**src/rtl/udm_pkg.sv**
```systemverilog
// Shared UART definitions: FSM state encodings and 8N1 frame constants.
// Used by the RX path here and reusable by the TX path.
package udm_pkg;

    // Receiver FSM states. The three-bit encoding leaves codes 5..7 unused;
    // the FSM maps them back to ST_IDLE.
    typedef enum logic [2:0] {
        ST_IDLE  = 3'd0,
        ST_START = 3'd1,
        ST_DATA  = 3'd2,
        ST_STOP  = 3'd3,
        ST_BREAK = 3'd4
    } uart_state_e;

    // 8N1 framing: eight data bits, LSB first, no parity, one stop bit at level 1.
    localparam int         DATA_BITS    = 8;
    localparam logic       STOP_LEVEL   = 1'b1;
    localparam logic [2:0] LAST_BIT_IDX = 3'(DATA_BITS - 1);

endpackage

```
**src/rtl/udm_uart_rx_if.sv**
```systemverilog
// Receive-side output bundle of the UART: the byte strobe, the byte itself,
// the framing-error strobe and the busy flag. The receiver drives it through
// the master modport, and the debug controller reads it through the slave modport.
interface udm_uart_rx_if;

    logic       rx_done_tick_o;
    logic [7:0] rx_dout_bo;
    logic       frame_err_o;
    logic       busy_o;

    modport master (
        output rx_done_tick_o,
        output rx_dout_bo,
        output frame_err_o,
        output busy_o
    );

    modport slave (
        input rx_done_tick_o,
        input rx_dout_bo,
        input frame_err_o,
        input busy_o
    );

endinterface

```
**src/rtl/udm_sync2.sv**
```systemverilog
// Two-flop synchronizer for an asynchronous single-bit input.
// Both flops reset to 1, which is the idle level of a UART line. At reset
// release the line therefore looks idle until real data has crossed both stages.
module udm_sync2 (
    input  logic clk_i,
    input  logic reset_n_i,
    input  logic d_i,
    output logic q_o
);

    logic meta;

    // Two back-to-back registers. The first one can go metastable, and the second one gives it a cycle to settle.
    always_ff @(posedge clk_i or negedge reset_n_i) begin
        if (!reset_n_i) begin
            meta <= 1'b1;
            q_o  <= 1'b1;
        end else begin
            // NOTE: non-blocking assignments keep the two stages distinct;
            // with blocking ones both flops would collapse into a single register.
            meta <= d_i;
            q_o  <= meta;
        end
    end

endmodule

```
**src/rtl/udm_uart_rx.sv**
```systemverilog
// UART 8N1 receiver. It finds the falling edge of the start bit, checks the
// start bit again at its midpoint, and then samples each data bit and the stop
// bit one bit period apart. Each byte with a valid stop bit is presented with
// a one-cycle done tick. A low stop bit gives a one-cycle frame error instead.
// The FSM then waits in ST_BREAK until the line returns high.
module udm_uart_rx
    import udm_pkg::*;
#(
    parameter int BAUD_DIVIDER = 868
) (
    input  logic           clk_i,
    input  logic           reset_n_i,
    input  logic           rx_i,
    udm_uart_rx_if.master  rx_if
);

    localparam int CNT_W = (BAUD_DIVIDER > 1) ? $clog2(BAUD_DIVIDER) : 1;
    localparam logic [CNT_W-1:0] HALF_LAST = CNT_W'(BAUD_DIVIDER / 2 - 1);
    localparam logic [CNT_W-1:0] FULL_LAST = CNT_W'(BAUD_DIVIDER - 1);

    logic              rxs;
    uart_state_e       state, state_next;
    logic [CNT_W-1:0]  cnt;
    logic [2:0]        bit_idx;
    logic [7:0]        shreg;
    logic [7:0]        dout;
    logic              done_tick;
    logic              frame_err;

    logic              at_half, at_full;
    logic              cnt_clr, idx_clr, idx_inc, shift_en, dout_load, err_set;

    udm_sync2 u_sync (
        .clk_i     (clk_i),
        .reset_n_i (reset_n_i),
        .d_i       (rx_i),
        .q_o       (rxs)
    );

    assign at_half = (cnt == HALF_LAST);
    assign at_full = (cnt == FULL_LAST);

    // State register.
    always_ff @(posedge clk_i or negedge reset_n_i) begin
        if (!reset_n_i) state <= ST_IDLE;
        else            state <= state_next;
    end

    // Next-state logic. The start bit is checked at half a bit period and
    // every later bit at a full bit period.
    always_comb begin
        state_next = state;
        case (state)
            ST_IDLE:  if (!rxs)    state_next = ST_START;
            ST_START: if (at_half) state_next = rxs ? ST_IDLE : ST_DATA;
            ST_DATA:  if (at_full && (bit_idx == LAST_BIT_IDX)) state_next = ST_STOP;
            ST_STOP:  if (at_full) state_next = (rxs == STOP_LEVEL) ? ST_IDLE : ST_BREAK;
            ST_BREAK: if (rxs)     state_next = ST_IDLE;
            default:               state_next = ST_IDLE;
        endcase
    end

    // Datapath control for the current state. The counter clears on every
    // state change and at each data-bit sample point.
    always_comb begin
        // NOTE: every output gets a default before the case. A path that
        // leaves one unassigned would otherwise infer a latch.
        cnt_clr   = (state_next != state);
        idx_clr   = 1'b0;
        idx_inc   = 1'b0;
        shift_en  = 1'b0;
        dout_load = 1'b0;
        err_set   = 1'b0;
        case (state)
            ST_START: begin
                if (at_half && !rxs) idx_clr = 1'b1;
            end
            ST_DATA: begin
                if (at_full) begin
                    shift_en = 1'b1;
                    cnt_clr  = 1'b1;
                    if (bit_idx != LAST_BIT_IDX) idx_inc = 1'b1;
                end
            end
            ST_STOP: begin
                if (at_full) begin
                    if (rxs == STOP_LEVEL) dout_load = 1'b1;
                    else                   err_set   = 1'b1;
                end
            end
            default: begin
                // In IDLE and BREAK the counter is held at zero.
                cnt_clr = 1'b1;
            end
        endcase
    end

    // Bit timer, bit index, shift register, output byte and the registered
    // strobes. The tick is registered on the same edge that loads the byte,
    // so the consumer sees the tick and the matching byte in the same cycle.
    always_ff @(posedge clk_i or negedge reset_n_i) begin
        if (!reset_n_i) begin
            cnt       <= '0;
            bit_idx   <= '0;
            shreg     <= '0;
            dout      <= '0;
            done_tick <= 1'b0;
            frame_err <= 1'b0;
        end else begin
            cnt       <= cnt_clr ? '0 : cnt + 1'b1;
            if (idx_clr)      bit_idx <= '0;
            else if (idx_inc) bit_idx <= bit_idx + 1'b1;
            if (shift_en)     shreg   <= {rxs, shreg[7:1]};
            if (dout_load)    dout    <= shreg;
            done_tick <= dout_load;
            frame_err <= err_set;
        end
    end

    assign rx_if.rx_done_tick_o = done_tick;
    assign rx_if.rx_dout_bo     = dout;
    assign rx_if.frame_err_o    = frame_err;
    assign rx_if.busy_o         = (state != ST_IDLE);

endmodule

```
**src/flat_wrapper.sv**
```systemverilog
// flat-port wrapper written by rule: the top's interface ports become plain ports
module udm_uart_rx_flat import udm_pkg::*;
#(
    parameter int BAUD_DIVIDER = 868
)
  (clk_i, reset_n_i, rx_i, rx_if_rx_done_tick_o, rx_if_rx_dout_bo, rx_if_frame_err_o, rx_if_busy_o);
  udm_uart_rx_if rx_if_i ();
  input  logic clk_i;
  input  logic reset_n_i;
  input  logic rx_i;
  output wire logic [$bits(rx_if_i.rx_done_tick_o)-1:0] rx_if_rx_done_tick_o;
  output wire logic [$bits(rx_if_i.rx_dout_bo)-1:0] rx_if_rx_dout_bo;
  output wire logic [$bits(rx_if_i.frame_err_o)-1:0] rx_if_frame_err_o;
  output wire logic [$bits(rx_if_i.busy_o)-1:0] rx_if_busy_o;
  assign rx_if_rx_done_tick_o = rx_if_i.rx_done_tick_o;
  assign rx_if_rx_dout_bo = rx_if_i.rx_dout_bo;
  assign rx_if_frame_err_o = rx_if_i.frame_err_o;
  assign rx_if_busy_o = rx_if_i.busy_o;
  udm_uart_rx #(.BAUD_DIVIDER(BAUD_DIVIDER)) u_core (.clk_i(clk_i), .reset_n_i(reset_n_i), .rx_i(rx_i), .rx_if(rx_if_i));
endmodule
```
**config.mk**
```make
export PLATFORM = sky130hd
export DESIGN_NAME = udm_uart_rx_flat
export DESIGN_NICKNAME = d
export VERILOG_FILES = /design/src/rtl/udm_pkg.sv /design/src/rtl/udm_uart_rx_if.sv /design/src/rtl/udm_sync2.sv /design/src/rtl/udm_uart_rx.sv /design/src/flat_wrapper.sv
export SDC_FILE = /design/constraint.sdc
export NUM_CORES = 1
export LEC_CHECK = 0
export ABC_AREA = 1
export BUFFER_PORTS_ARGS = -buffer_cell sky130_fd_sc_hd__buf_2
export CAP_MARGIN = 30
export CORE_ASPECT_RATIO = 0.8
export CORE_MARGIN = 1.5
export CORE_UTILIZATION = 31
export CTS_CLUSTER_DIAMETER = 30
export DETAILED_ROUTE_END_ITERATION = 10
export PLACE_DENSITY = 0.57
export RECOVER_POWER = 100
export SLEW_MARGIN = 10
export SYNTH_ARGS = -nofsm -noshare
export SYNTH_HDL_FRONTEND = slang
export SYNTH_SLANG_ARGS = --single-unit
```
**constraint.sdc**
```tcl
create_clock -name clk_i -period 3.99 [get_ports clk_i]
set_input_delay 0.798 -clock clk_i [delete_from_list [all_inputs] [get_ports clk_i]]
set_output_delay 0.798 -clock clk_i [all_outputs]
set_load 0.03 [all_outputs]
```
==> results by group, run 1 <==
GRT
  • GRT Util Overall: 10.8%
  • Initial antenna violation count: 0
  • First-pass GRT wire length: 4780 microns
  • Grt ovf: 0
  • Largest net degree at the start of global routing: 37
  • Number of global-route vias before repair: 1085

Cells and area
  • Final instance count without filler cells: 263
  • Synth-to-Final Area Change: 11.8%
  • Layout cells sized above 1: 8.46%
  • ANT cells: 0
  • Multi-input gate area: 607 sq um
  • Nets@finish: 207
  • Filler cells: 516
  • Register area: 903 sq um

Placed design
  • Global placer's final weighted congestion: 0.794
  • Cell count after placement: 255
  • # port buffers: 13
  • Post-DP HPWL: 2010 microns
  • Setup WS pre-CTS: 2060 ps

Power and ir drop
  • LEAKAGE: 0.905 nW
  • VDD IR max: 0.168 mV
  • Power Density: 372 nW/um^2

Logic synthesis
  • Synthesized instance count: 182
  • FF+latch count, synth: 36
  • Async SR Flop Fraction: 100%
  • Sequential-to-total area share from yosys stat: 54.8%
  • Synth area leaders: dfrtp_1, nor2_1, inv_1
  • Mapped Nets: 189
  • Adder-Cell Fraction of Synth Area: 3.03%
  • Avg Synthesized Cell Area: 9.06 sq um
  • EDFF count, synth: 0
  • Compound-cell area share of the yosys netlist: 7.13%
  • YS warnings: 0
  • Synth cell count leaders: nor2_1, dfrtp_1, inv_1
  • Most used DFF post-synth: dfrtp_1
  • Count leader, synth: nor2_1
  • Largest family of logic cells by synthesized area: simple AND/OR/NAND/NOR gates
  • Mux cell area share after synthesis: 0%
  • Yosys top cell by area: dfrtp_1
  • Unique masters post-synth: 22
  • Simple-gate share of the synthesized area: 23.4%
  • Post-Synth XOR/XNOR Area: 4.78%
  • Post-synth top area share: 51.6%
  • Netlist Area Pre-Place: 1650 sq um

Route
  • Via count: 1150
  • Final wirelength: 2770 microns
  • Iter 0 DRT Violations: 92
  • Vias per cell: 4.37
  • DR WL/cell: 10.5 microns
  • First-pass DRT Iterations: 4
  • Post-route ant nets: 0
  • DRC Markers: 0

Run status
  • Status: complete, but fails checks
  • Violated checks: max-capacitance violations, max-slew violations

Worst setup path
  • Crit end category: output pin
  • CP Class: register to output pin
  • Crit-path max FO: 4
  • Critical path startpoint category: register
  • Critical Path RT: 3190 ps
  • Crit path DAT: 1310 ps

STA
  • Fmax achieved: 473 MHz
  • Total negative setup slack: 0 ps
  • Setup ws final: 1880 ps
  • Final setup vio count: 0
  • Max Clock Skew: 4.95 ps
  • RSZ-0062 raised after global routing: false
  • Slew Limit Headroom: -24.4%
  • Hold Fails Final Rpt: 0
  • Fin crit period: 2110 ps
  • Final Cycle Share: 53.0%
  • Final max-slew violation count: 37
  • Slew @ Worst Pin: 1870 ps

CTS
  • TritonCTS Sinks: 36
  • CTS root buf: clkbuf_8
  • CTS tree: built
  • H-tree Lvls: 2
  • Hold bufs inserted after CTS: 0
  • Post_cts resized: 0
  • Clock slew at reported path FFs: 70 ps
  • CTS Buffer Depth: 2
  • Postcts setup bufs: 0
  • Clock latency on the worst-skew pair: 280 ps
  • Cts bufs inserted: 5

Job
  • Maxcap violations: 1

Die
  • Starting Density: 32.6%
  • Die H: 68.2 microns
  • Num rows: 23
  • Core Area: 5060 sq um
  • Die area: 5770 sq um
  • Die Wd: 84.5 microns
  • # IOs: 14

Hold path
  • Hold Crit Class: register to register
-- flip-flops by register name (all words and copies together), names as in the netlist --
signal	count
u_core.rx_if.frame_err_o	1
u_core.bit_idx	3
u_core.cnt	10
u_core.u_sync.meta	1
u_core.u_sync.q_o	1
u_core.rx_if.rx_done_tick_o	1
u_core.state	3
u_core.shreg	8
u_core.rx_if.rx_dout_bo	8
-- cells in the final DEF (no fill, tap or decap) --
master,instances
nand2_2,1
clkbuf_1,13
nor3_1,1
ha_1,4
buf_2,1
xnor2_1,1
a21oi_1,16
nand2_4,1
dfstp_2,2
a21oi_2,2
clkbuf_8,5
nor4_4,1
clkinv_2,1
o21ai_0,4
dfrtp_1,34
nand3_1,14
bufinv_16,1
inv_1,25
nand2_1,23
nor2_1,41
xor2_1,8
inv_2,1
nor2_2,1
-- cells by family after synthesis --
family          after synthesis
simple gates                 83
flops                        36
buf+inv                      28
compound gates               22
xor+xnor                      9
fa+ha+maj                     4
-- power breakdown --
part | leakage (nW) | internal, mW | switching, mW
logic | 0.369 | 0.000799 | 0.00827
registers | 0.481 | 0.367 | 0.000558
clock network | 0.0552 | 0.185 | 0.123
-- layer usage --
layer / GRT usage, % / up-vias / part of all wire (%)
li1: - / 603 / -
met1: 14.8 / 528 / 54
met2: 15.0 / 14 / 40
met3: 2.65 / 5 / 3.1
met4: 7.26 / 0 / 2.4
met5: 0 / - / 0
-- through the flow --
stage	area, sq um	util (%)	hold WS (ps)	power [mW]
2_1_floorplan	1650	-	345	0.375
3_3_place_gp	1780	35.1	348	0.384
3_5_place_dp	1780	35.1	347	0.384
4_1_cts	1880	37.2	358	0.697
5_1_grt	1840	36.4	365	0.710
6_report	1840	36.4	357	0.685
-- path summary, 6_finish.rpt --
path	start	to	slack, ps	cells after the start
min reg2reg	u_core.u_sync.meta	u_core.u_sync.q_o	360	0
min	u_core.u_sync.meta	u_core.u_sync.q_o	360	0
min in group asynchronous	reset_n_i	u_core.state[1]	1020	1
max reg2reg	u_core.cnt[0]	u_core.cnt[8]	1960	8
max in group asynchronous	reset_n_i	u_core.state[2]	1900	1
max	u_core.state[1]	rx_if_busy_o	1880	5
-- critical path, stage by stage, from the launching register on --
cell and delay [ps]:
dfrtp_1 410, inv_1 150, nand2_1 90, nor2_1 130
inv_1 50, clkbuf_1 200
-- cell type report --
cell class,count,share of cell area (%)
inverter,26,5.30
multi-input combinational,118,32.9
clock inverter,2,1.90
tap,62,4.21
timing repair buffer,13,2.72
clock buffer,6,3.94
sequential,36,49.0
Note: power is estimated with default switching activity, not from simulation.
==> run 2: changes to the inputs <==
PLACE_DENSITY = 0.59   (was 0.57)
clock period = 1.9 ns   (was 3.99 ns; I/O delays follow)
==> run 2 against run 1 <==
Wire length increased by 5.3%. Sequential share of layout area down 0.98 points. Global-route usage rose by 0.91 points. Clock power is 110% higher. Design area grew 2.0%. Largest power group unchanged. Total power grew 110%. The flow now finishes without violations. First-iteration DRC count shrank 29%. Non-clock buffer count increased by 2. Highest routed layer unchanged.
==> results by group, run 2 (synthesized netlist as in run 1, its figures left out) <==
Route
  • Vias per cell: 4.23
  • Final wirelength: 2920 microns
  • Iter 0 DRT Violations: 65
  • Via count: 1124
  • Post-route ant nets: 0
  • DR WL/cell: 11.0 microns
  • DRC Markers: 0
  • First-pass DRT Iterations: 4

Worst setup path
  • Crit path DAT: 1890 ps
  • Critical path's top delay family: simple AND/OR/NAND/NOR gates
  • Crit-path max FO: 5
  • Critical Path RT: 2110 ps
  • Crit end category: register
  • Critical path startpoint category: register
  • Critical path buffer and inverter count: 1
  • Cell chain of the critical path: ha_1 -> ha_1 -> inv_1 -> nor2_1 -> nand3_1 -> nand2_1 -> o21ai_2 -> nand3_2 -> nor2_1
  • Worst path slowest cell: dfrtp_1
  • Max stage delay on crit path: 400 ps
  • CP Class: register to register

CTS
  • Cts bufs inserted: 5
  • H-tree Lvls: 2
  • CTS tree: built
  • TritonCTS Sinks: 36
  • Postcts setup bufs: 0
  • Hold bufs inserted after CTS: 0
  • CTS Buffer Depth: 2
  • Clock latency on the worst-skew pair: 290 ps
  • Clock slew at reported path FFs: 70 ps
  • CTS root buf: clkbuf_8

Die
  • Core Area: 5060 sq um
  • Die Wd: 84.5 microns
  • Num rows: 23
  • Die H: 68.2 microns
  • Die area: 5770 sq um
  • Starting Density: 32.6%
  • # IOs: 14

Power and ir drop
  • LEAKAGE: 0.939 nW
  • VDD IR max: 0.313 mV
  • Power Density: 772 nW/um^2
  • Design Power: 1.45 mW

STA
  • Slew @ Worst Pin: 863 ps
  • Slew Limit Headroom: 42.5%
  • Final setup vio count: 0
  • Total negative setup slack: 0 ps
  • Max Clock Skew: 11.5 ps
  • Final max-slew violation count: 0
  • Fmax achieved: 593 MHz
  • Final Cycle Share: 88.7%
  • RSZ-0062 raised after global routing: false
  • Fin crit period: 1690 ps
  • Hold Fails Final Rpt: 0

Cells and area
  • Register area: 903 sq um
  • Max reg flops: 10
  • Filler cells: 521
  • Util after Layout: 37.1%
  • Commonest non-fill, non-tap cell in the layout: nor2_1
  • Most frequent cells in the layout: nor2_1, dfrtp_1, inv_1, nand2_1, a21oi_1
  • Multi-input gate area: 631 sq um
  • ANT cells: 0
  • Synth-to-Final Area Change: 14.0%
  • Layout cells sized above 1: 12.3%
  • Reg with most FFs: u_core.cnt
  • Nets@finish: 210

Placed design
  • Global placer's final weighted congestion: 0.752
  • # port buffers: 13
  • Post-DP HPWL: 2040 microns

Job
  • Maxcap violations: 0

Hold path
  • Hold Crit Class: primary input to register

Run status
  • Status: completed

GRT
  • Grt ovf: 0
  • GRT Util Overall: 11.7%
  • Largest net degree at the start of global routing: 37
  • Number of global-route vias before repair: 1050
  • Initial antenna violation count: 0
  • First-pass GRT wire length: 5060 microns
==> run 2: changes by cell type in the layout (fill, tap and decap cells not counted), sizes merged <==
cell   previous run  this run
buf               1         3
nand3            14        15
==> run 2: metal layers <==
metal  wire, microns  vias to the layer above  GRT usage [%]
met5               0                        -              0
li1                -                      607              -
met1            1640                      500           17.2
met2            1110                       12           15.0
met4              68                        0           7.26
met3              97                        5           3.02
==> run 2: repair_timing <==
action                                 in CTS  in global routing
setup endpoints to repair                   0                 10
endpoints found under the hold margin       0                  0
gates resized for setup                     0                  3
==> run 2: path summary, 6_finish.rpt <==
check | to | startpoint | slack [ps] | depth (start not counted)
hold reg to reg | u_core.u_sync.q_o | u_core.u_sync.meta | 360 | 0
min in group asynchronous | u_core.cnt[3] | reset_n_i | 270 | 2
hold / removal | u_core.u_sync.meta | rx_i | 190 | 1
setup / recovery | u_core.cnt[8] | u_core.bit_idx[0] | 210 | 9
setup reg to reg | u_core.cnt[8] | u_core.bit_idx[0] | 210 | 9
max in group asynchronous | u_core.rx_if.rx_dout_bo[4] | reset_n_i | 1080 | 2
==> run 2: report_power, final <==
| part | internal [mW] | switching [mW] |
|---|---|---|
| registers | 0.770 | 0.00123 |
| logic | 0.00271 | 0.0170 |
| clock network | 0.389 | 0.273 |
==> run 2: layout make-up <==
| class | instances | area share, % |
|---|---|---|
| clock buffer | 6 | 3.86 |
| clock inverter | 2 | 1.86 |
| inverter | 26 | 5.19 |
| multi-input combinational | 119 | 33.5 |
| sequential | 36 | 48.0 |
| tap | 62 | 4.13 |
| timing repair buffer | 15 | 3.39 |
==> run 2: metrics by stage <==
step           setup WS [ps]  hold WS [ps]  cell area [sq um]  std cells
2_1_floorplan            336          84.4               1650        182
3_3_place_gp            86.9           346               1790        257
3_5_place_dp             102           347               1790        257
4_1_cts                 60.2           126               1900        265
5_1_grt                 26.6           174               1880        266
6_report                 215           188               1880        266
==> run 2: worst register-to-register path: stages (launching register included) <==
cell,delay [ps]
dfrtp_1,400
ha_1,200
ha_1,170
inv_1,110
nor2_1,70
nand3_1,100
nand2_1,70
o21ai_2,190
nand3_2,180
nor2_1,130
==> run 3: changes to the inputs <==
RECOVER_POWER = 50   (was 100)
==> run 3 against run 2 <==
Die area unchanged. Sequential cell count stayed put. Register-to-register slack is essentially flat. Fmax is 0.29% lower. Clock power hardly changed. Clock skew about the same. Total power about the same. Critical path type unchanged. Largest cell class unchanged. Largest power group unchanged.
==> results by group, run 3 (synthesized netlist as in run 1, its figures left out) <==
Cells and area
  • Reg with most FFs: u_core.cnt
  • Register area: 903 sq um
  • Layout cells sized above 1: 16.7%
  • Synth-to-Final Area Change: 15.6%
  • Final instance count without filler cells: 266
  • Max reg flops: 10
  • Filler cells: 518
  • ANT cells: 0
  • Commonest non-fill, non-tap cell in the layout: nor2_1
  • Nets@finish: 210
  • Most frequent cells in the layout: nor2_1, dfrtp_1, inv_1, nand2_1, a21oi_1
  • Multi-input gate area: 646 sq um

Route
  • Vias per cell: 4.26
  • DRC Markers: 0
  • Post-route ant nets: 0
  • Via count: 1132
  • DR WL/cell: 11.0 microns
  • Iter 0 DRT Violations: 73
  • Final wirelength: 2930 microns
  • First-pass DRT Iterations: 4

STA
  • RSZ-0062 raised after global routing: false
  • Final max-slew violation count: 0
  • Fmax achieved: 592 MHz
  • Slew Limit Headroom: 42.5%
  • Total negative setup slack: 0 ps
  • Final Cycle Share: 89.0%
  • Hold Fails Final Rpt: 0
  • Slew @ Worst Pin: 863 ps
  • Max Clock Skew: 11.6 ps
  • Worst Hold Slack: 188 ps
  • Final setup vio count: 0
  • Fin crit period: 1690 ps

Worst setup path
  • Crit end category: register
  • Worst path slowest cell: dfrtp_1
  • Critical path startpoint category: register
  • Critical Path RT: 2110 ps
  • Cell chain of the critical path: ha_1 -> ha_1 -> inv_1 -> nor2_1 -> nand3_1 -> nand2_1 -> o21ai_2 -> nand3_2 -> nor2_1
  • Crit-path max FO: 5
  • CP Class: register to register
  • Max stage delay on crit path: 400 ps
  • Crit path DAT: 1900 ps

Hold path
  • Hold Crit Class: primary input to register

Job
  • Maxcap violations: 0

Die
  • Num rows: 23
  • Die H: 68.2 microns
  • Core Area: 5060 sq um
  • # IOs: 14
  • Die area: 5770 sq um
  • Starting Density: 32.6%
  • Die Wd: 84.5 microns

Placed design
  • Post-DP HPWL: 2040 microns
  • Cell count after placement: 257
  • Global placer's final weighted congestion: 0.752
  • # port buffers: 13

CTS
  • Clock slew at reported path FFs: 70 ps
  • CTS Buffer Depth: 2
  • CTS root buf: clkbuf_8
  • TritonCTS Sinks: 36
  • Clock latency on the worst-skew pair: 290 ps
  • Postcts setup bufs: 0
  • H-tree Lvls: 2
  • CTS tree: built
  • Cts bufs inserted: 5

Power and ir drop
  • LEAKAGE: 0.972 nW
  • Design Power: 1.45 mW
  • VDD IR max: 0.313 mV
  • Power Density: 763 nW/um^2

GRT
  • First-pass GRT wire length: 5060 microns
  • Initial antenna violation count: 0
  • GRT Util Overall: 11.7%
  • Largest net degree at the start of global routing: 37
  • Number of global-route vias before repair: 1050
  • Grt ovf: 0

Run status
  • Status: completed
## run 3: timing repair
action                     4_1_cts  5_1_grt
hold endpoints to repair         0        0
setup endpoints to repair        0       10
hold buffers                     0        0
gates resized for setup          0        3
## run 3: worst paths after layout
| kind | cells past startpoint | end | startpoint | slack, ps |
|---|---|---|---|---|
| max | 9 | u_core.cnt[8] | u_core.bit_idx[0] | 210 |
| min | 1 | u_core.u_sync.meta | rx_i | 190 |
| max reg2reg | 9 | u_core.cnt[8] | u_core.bit_idx[0] | 210 |
| min reg2reg | 0 | u_core.u_sync.q_o | u_core.u_sync.meta | 360 |
| max in group asynchronous | 2 | u_core.rx_if.rx_dout_bo[7] | reset_n_i | 1080 |
| min in group asynchronous | 2 | u_core.cnt[3] | reset_n_i | 270 |
## run 3: per-stage QoR
stage | utilization (%) | cell area [sq um] | setup slack (ps)
4_1_cts | 37.5 | 1900 | 60.2
3_3_place_gp | 35.4 | 1790 | 86.9
3_5_place_dp | 35.4 | 1790 | 102
6_report | 37.6 | 1910 | 210
5_1_grt | 37.6 | 1910 | 15.1
2_1_floorplan | - | 1650 | 336
## run 3: cell type report
type / count / area share (%)
Multi-Input combinational cell: 119 / 33.9
Tap cell: 62 / 4.07
Clock buffer: 6 / 3.81
Inverter: 26 / 5.12
Clock inverter: 2 / 1.84
Timing Repair Buffer: 15 / 3.87
Sequential cell: 36 / 47.4
## run 3: per-layer routing
layer / vias to the layer above / wire length, microns / global-route usage (%)
li1: 608 / - / -
met1: 507 / 1650 / 17.2
met2: 12 / 1130 / 15.0
met3: 5 / 74 / 3.02
met4: 0 / 68 / 7.26
met5: - / 0 / 0
## run 3: critical path: cells and delay by family, from the launching register on
kind | cells | cell delay [ps]
and+or+nand+nor | 5 | 550
adders and majority gates | 2 | 370
buffers and inverters | 1 | 110
DFF | 1 | 400
AOI/OAI and AO/OA | 1 | 190
## run 3: power breakdown
| group | switching (mW) | internal [mW] | leakage [nW] | total [mW] |
|---|---|---|---|---|
| Combinational | 0.0176 | 0.00270 | 0.435 | 0.0203 |
| Sequential | 0.00123 | 0.770 | 0.481 | 0.771 |
| Clock | 0.272 | 0.389 | 0.0552 | 0.662 |
